File: src/rtl/nes_dbg_pkg.sv
// rtl/nes_dbg_pkg.sv - CRC-32 constants, monitor state type and byte-step helper
package nes_dbg_pkg;

    localparam logic [31:0] CRC_POLY   = 32'hEDB88320;
    localparam logic [31:0] CRC_INIT   = 32'hFFFFFFFF;
    localparam logic [31:0] CRC_XOROUT = 32'hFFFFFFFF;

    typedef enum logic {
        ST_SYNC   = 1'b0,
        ST_ACTIVE = 1'b1
    } mon_state_e;

    // Reflected CRC-32 step: one byte, LSB first.
    function automatic logic [31:0] crc32_byte(input logic [31:0] crc, input logic [7:0] data);
        logic [31:0] c;
        c = crc ^ {24'h0, data};
        for (int i = 0; i < 8; i++) begin
            c = c[0] ? ((c >> 1) ^ CRC_POLY) : (c >> 1);
        end
        return c;
    endfunction

endpackage

File: src/rtl/crc32_byte_update.sv
// rtl/crc32_byte_update.sv - combinational single-byte CRC-32 update
module crc32_byte_update
    import nes_dbg_pkg::*;
(
    input  logic [31:0] crc,
    input  logic [7:0]  data,
    output logic [31:0] crc_next
);

    assign crc_next = crc32_byte(crc, data);

endmodule

File: src/rtl/frame_crc_monitor.sv
// rtl/frame_crc_monitor.sv - raster tracking, frame-buffer writes and per-frame CRC-32
module frame_crc_monitor
    import nes_dbg_pkg::*;
#(
    parameter int WIDTH  = 256,
    parameter int HEIGHT = 240,
    parameter int AW     = 16
) (
    input  logic          clk,
    input  logic          rst,
    input  logic [7:0]    pixel,
    input  logic          pixel_en,
    input  logic          vblank,
    output logic          fb_we,
    output logic [AW-1:0] fb_addr,
    output logic [7:0]    fb_data,
    output logic          frame_done,
    output logic [31:0]   frame_crc,
    output logic          frame_ok,
    output logic [15:0]   frame_num,
    output logic          err_overrun,
    output logic          err_underrun
);

    localparam int TOTAL = WIDTH * HEIGHT;
    localparam int CW    = $clog2(TOTAL + 1);
    localparam int XW    = (WIDTH > 1) ? $clog2(WIDTH) : 1;
    localparam int YW    = $clog2(HEIGHT + 1);

    mon_state_e    state_q, state_d;
    logic          vblank_q, vblank_d;
    logic [CW-1:0] cnt_q, cnt_d;
    logic [XW-1:0] x_q, x_d;
    logic [YW-1:0] y_q, y_d;
    logic [31:0]   crc_q, crc_d;
    logic          fb_we_q, fb_we_d;
    logic [AW-1:0] fb_addr_q, fb_addr_d;
    logic [7:0]    fb_data_q, fb_data_d;
    logic          frame_done_q, frame_done_d;
    logic [31:0]   frame_crc_q, frame_crc_d;
    logic          frame_ok_q, frame_ok_d;
    logic [15:0]   frame_num_q, frame_num_d;
    logic          err_overrun_q, err_overrun_d;
    logic          err_underrun_q, err_underrun_d;

    logic [31:0]   crc_upd;
    logic [AW-1:0] addr_cur;
    logic          rise;

    crc32_byte_update u_crc (
        .crc      (crc_q),
        .data     (pixel),
        .crc_next (crc_upd)
    );

    assign addr_cur = AW'(y_q) * AW'(WIDTH) + AW'(x_q);
    assign rise     = vblank & ~vblank_q;

    always_comb begin
        state_d        = state_q;
        vblank_d       = vblank;
        cnt_d          = cnt_q;
        x_d            = x_q;
        y_d            = y_q;
        crc_d          = crc_q;
        fb_we_d        = 1'b0;
        fb_addr_d      = fb_addr_q;
        fb_data_d      = fb_data_q;
        frame_done_d   = 1'b0;
        frame_crc_d    = frame_crc_q;
        frame_ok_d     = frame_ok_q;
        frame_num_d    = frame_num_q;
        err_overrun_d  = err_overrun_q;
        err_underrun_d = err_underrun_q;

        if (state_q == ST_ACTIVE) begin
            if (pixel_en) begin
                if (cnt_q < CW'(TOTAL)) begin
                    fb_we_d   = 1'b1;
                    fb_addr_d = addr_cur;
                    fb_data_d = pixel;
                    crc_d     = crc_upd;
                    cnt_d     = cnt_q + CW'(1);
                    if (x_q == XW'(WIDTH - 1)) begin
                        x_d = '0;
                        y_d = y_q + YW'(1);
                    end else begin
                        x_d = x_q + XW'(1);
                    end
                end else begin
                    err_overrun_d = 1'b1;
                end
            end
            // Close sees the pixel accepted on this same cycle, then restarts clean.
            if (rise) begin
                frame_done_d = 1'b1;
                frame_crc_d  = crc_d ^ CRC_XOROUT;
                frame_ok_d   = (cnt_d == CW'(TOTAL));
                frame_num_d  = frame_num_q + 16'd1;
                if (cnt_d < CW'(TOTAL)) begin
                    err_underrun_d = 1'b1;
                end
                crc_d = CRC_INIT;
                cnt_d = '0;
                x_d   = '0;
                y_d   = '0;
            end
        end else if (rise) begin
            state_d = ST_ACTIVE;
        end
    end

    always_ff @(posedge clk) begin
        if (rst) begin
            state_q        <= ST_SYNC;
            vblank_q       <= 1'b1;
            cnt_q          <= '0;
            x_q            <= '0;
            y_q            <= '0;
            crc_q          <= CRC_INIT;
            fb_we_q        <= 1'b0;
            fb_addr_q      <= '0;
            fb_data_q      <= '0;
            frame_done_q   <= 1'b0;
            frame_crc_q    <= '0;
            frame_ok_q     <= 1'b0;
            frame_num_q    <= '0;
            err_overrun_q  <= 1'b0;
            err_underrun_q <= 1'b0;
        end else begin
            state_q        <= state_d;
            vblank_q       <= vblank_d;
            cnt_q          <= cnt_d;
            x_q            <= x_d;
            y_q            <= y_d;
            crc_q          <= crc_d;
            fb_we_q        <= fb_we_d;
            fb_addr_q      <= fb_addr_d;
            fb_data_q      <= fb_data_d;
            frame_done_q   <= frame_done_d;
            frame_crc_q    <= frame_crc_d;
            frame_ok_q     <= frame_ok_d;
            frame_num_q    <= frame_num_d;
            err_overrun_q  <= err_overrun_d;
            err_underrun_q <= err_underrun_d;
        end
    end

    assign fb_we        = fb_we_q;
    assign fb_addr      = fb_addr_q;
    assign fb_data      = fb_data_q;
    assign frame_done   = frame_done_q;
    assign frame_crc    = frame_crc_q;
    assign frame_ok     = frame_ok_q;
    assign frame_num    = frame_num_q;
    assign err_overrun  = err_overrun_q;
    assign err_underrun = err_underrun_q;

endmodule

File: config.mk
export PLATFORM = sky130hd
export DESIGN_NAME = frame_crc_monitor
export DESIGN_NICKNAME = d
export VERILOG_FILES = /design/src/rtl/nes_dbg_pkg.sv /design/src/rtl/crc32_byte_update.sv /design/src/rtl/frame_crc_monitor.sv
export SDC_FILE = /design/constraint.sdc
export NUM_CORES = 1
export LEC_CHECK = 0
export CORE_ASPECT_RATIO = 0.8
export CORE_UTILIZATION = 49
export DETAILED_ROUTE_END_ITERATION = 10
export PLACE_DENSITY = 0.73
export SYNTH_ARGS = -nofsm -noshare
export SYNTH_HDL_FRONTEND = slang
export SYNTH_SLANG_ARGS = --single-unit
File: constraint.sdc
create_clock -name clk -period 2.5 [get_ports clk]
set_clock_uncertainty 0.1 [all_clocks]
set_input_delay 0.5 -clock clk [delete_from_list [all_inputs] [get_ports clk]]
set_output_delay 0.5 -clock clk [all_outputs]
set_load 0.02 [all_outputs]
==> results_dict.tcl <==
set metrics [dict create \
    synth_top_flop_cell "dfxtp_1" \
    min_path_type "register to register" \
    ant_nets 0 \
    crit_fanout 2 \
    pre_cts_slack_ns -0.357 \
    synth_top_cell_area_share_pct 43.0 \
    synthDistinctLibCells 53 \
    fmax_mhz 408 \
    cts_buffers 17 \
    antenna_found_initial 0 \
    worstMarginPinSlew_ns 0.775 \
    grt_pass1_vias 5682 \
    synthXorXnorAreaFrac_pct 14.5 \
    crit_path_max_incr_delay_ns 0.52 \
    setup.worst_path.start "pixel_en" \
    insertion_delay_ns 0.43 \
    r2r_cells 6 \
    yosys.area_share.simple_pct 21.9 \
    worstPathCellList "clkdlybuf4s50_1 > and4_4 > nand2_4 > or4b_1 > a211o_1 > a2111oi_4 > a22o_1" \
    place_congestion 0.892 \
    rows 37 \
    cts-root-buf "clkbuf_16" \
    rsz0062_at_grt "false" \
    final-setup-viol-count 0 \
    clock_sinks 143 \
    cp_data_required_time_ns 2.77 \
    ys_top_cells_by_count "nand2_1 (158), dfxtp_1 (143), nor2_1 (76)" \
    synth_area_leaders "dfxtp_1 (43%), nand2_1 (8.9%), xnor2_1 (6.5%)" \
    slew_headroom_pct 48.3 \
    crit_type "primary input to register" \
    r2r_setup_slack_ns 0.10 \
    wirelength_um 17300 \
    drtIter0Drc 414 \
    cts.clk_slew.worst_paths_ns 0.06 \
    layout.nets 932 \
    worstSetupStartpointType "primary input" \
    seq_area_frac_synth_pct 43.0 \
    core_um2 13100 \
    power_mw 5.90 \
    power_leakage_nw 3.32 \
    drcViolationCount 0 \
    synth_top_family_by_area "simple AND/OR/NAND/NOR gates" \
    whs_path_depth 2 \
    grt_usage_pct 25.4 \
    ys_async_sr_fraction_pct 0 \
    cts_setup_buffers 0 \
    clockBufferDepth 2 \
    wl_per_cell_um 15.7 \
    fin_util_pct 66.7 \
    cp-end-kind "register" \
    maxCapViolCount 0 \
    syn2layout_area_growth_pct 31.0 \
    synth_enable_flop_cells 0 \
    place_hpwl_um 12100 \
    syn_area_um2 6650 \
    arrival_ns 2.71 \
    ir_drop_mv 0.590 \
    fin_crit_sh_pct 97.9 \
    hp-start "frame_crc[18]" \
    switching_power_mw 1.48 \
    synth.area.mux_share_pct 0.150 \
    dr.max_layer_used "met4" \
    crit_path_end "frame_ok" \
    synth_compound_gate_area_share_pct 16.3 \
    grt_max_degree 77 \
    power_density_nw_per_um2 677 \
    wl_met1_um 8210 \
    portBuffers 88 \
    die_h_um 106 \
    synthAdderAreaFrac_pct 0.752 \
    dieWidth_um 132 \
    netlist_instances 800 \
    rr_endpoint "frame_ok" \
    first_pass_iters 5 \
    reg2reg_from "cnt_q[13]" \
    cts_tree "built" \
    vias 6164 \
    syn_nets 816 \
    dieArea_um2 14000 \
    drv_slew 0 \
    route.met2.wl_um 7460 \
    switching_share_pct 25.1 \
    drt-vias-per-instance 5.58 \
    wl_met3_um 1290 \
    grt_pass1_wl_um 28100 \
    synth.most_common_cell "nand2_1" \
    worst_slack_ns 0.0516 \
    internal_power_mw 4.42 \
    clockPowerShare_pct 44.4 \
    ios 89 \
    start_util_pct 50.9 \
    avgSynthCellArea_um2 8.31 \
    ys_ff_latch 143 \
    yosysWarnings 0 \
    fillers 1043 \
    outcome "complete, no violations" \
    grt_overflow_total 0 \
    seqPwrFrac_pct 39.8 \
    yosys.area.top_type "dfxtp_1" \
    cts.htree.levels 4 \
    final_layout_size_suffix_gt1_share_pct 12.3 \
    tns_ns 0 \
    hold_viol 0 \
    cp_slowest_cell "or4b_1" \
    min_period_ns 2.45 \
    combPwrFrac_pct 15.7 \
]
[registers in the layout, indices dropped and copies added (netlist names)]
| signal | flops |
|---|---|
| cnt_q | 16 |
| frame_num | 16 |
| state_q | 1 |
| fb_we | 1 |
| crc_q | 32 |
| frame_done | 1 |
| err_overrun | 1 |
| err_underrun | 1 |
| frame_crc | 32 |
| vblank_q | 1 |
| y_q | 8 |
| fb_addr | 16 |
| frame_ok | 1 |
| fb_data | 8 |
| x_q | 8 |
[worst min-delay path by stage]
stage                    endpoint  slack [ns]
floorplan             fb_addr[15]        0.34
global placement    frame_crc[17]        0.34
detailed placement  frame_crc[13]        0.35
CTS                 frame_crc[13]        0.35
global route        frame_crc[13]        0.37
finish              frame_crc[18]        0.35
[power groups by stage]
stage	clock [mW]	sequential, mW	combinational [mW]
final	2.62	2.35	0.929
after detailed placement	0	2.40	0.915
after floorplan	0	2.40	0.573
after global placement	0	2.40	0.889
after CTS	2.66	2.35	0.923
after global routing	2.75	2.35	0.998
[cells by family (layout without fill, tap and decap cells)]
logic type                 count (synthesis)  count (layout)
AOI/OAI and AO/OA                        172             172
adders and majority gates                  4               4
and+or+nand+nor                          326             326
DFF                                      143             143
buffers and inverters                     58             187
other                                      0               1
muxes                                      1               1
xor gates and xnor gates                  96              96
[layout make-up]
type	instances	area (um^2)	share of cell area [%]
timing repair buffer	151	1410	16.2
sequential	143	2860	32.9
antenna	1	2.50	0.0287
tap	175	219	2.51
multi-input combinational	599	3580	41.1
inverter	4	15.0	0.172
clock inverter	10	134	1.54
clock buffer	22	484	5.56
[per-stage QoR]
step | instance area, um^2 | hold WS [ns] | std cells
after floorplan | 6650 | 0.344 | 800
after global placement | 8080 | 0.341 | 1072
after detailed placement | 8080 | 0.346 | 1072
after CTS | 8690 | 0.354 | 1104
after global routing | 8710 | 0.371 | 1104
final | 8710 | 0.351 | 1105
[layer usage]
layer / GRT usage, % / up-vias
met5: 0 / -
met4: 12.0 / 0
met3: 5.87 / 34
met2: 37.6 / 224
met1: 34.8 / 2910
li1: - / 2996
[worst max-delay path: cells and delay by family]
kind	cells	cell delay, ns
AO/OA/AOI/OAI	3	0.89
buffers and inverters	1	0.50
AND/OR/NAND/NOR	3	0.82
[placed cells by master, fill, tap and decap left out, types with 7 or more instances in the layout]
master | netlist | routed
nand4_1 | 11 | 11
clkdlybuf4s50_1 | 0 | 87
xor2_1 | 35 | 35
a211oi_1 | 12 | 12
nor2_1 | 76 | 75
nor3_1 | 22 | 22
and3_1 | 8 | 8
a21oi_1 | 69 | 69
dfxtp_1 | 143 | 142
o211ai_1 | 50 | 50
nand3_1 | 14 | 14
o21ai_0 | 7 | 7
buf_4 | 0 | 58
xnor2_1 | 49 | 49
nand2_1 | 158 | 157
clkbuf_16 | 0 | 17
o21ai_1 | 15 | 15
[timing repair]
item	CTS	global route
setup endpoints to repair	0	1
hold buffers	0	0
resized for setup	0	2
hold endpoints to repair	0	0
No activity file was read; power rests on OpenSTA's default activity.
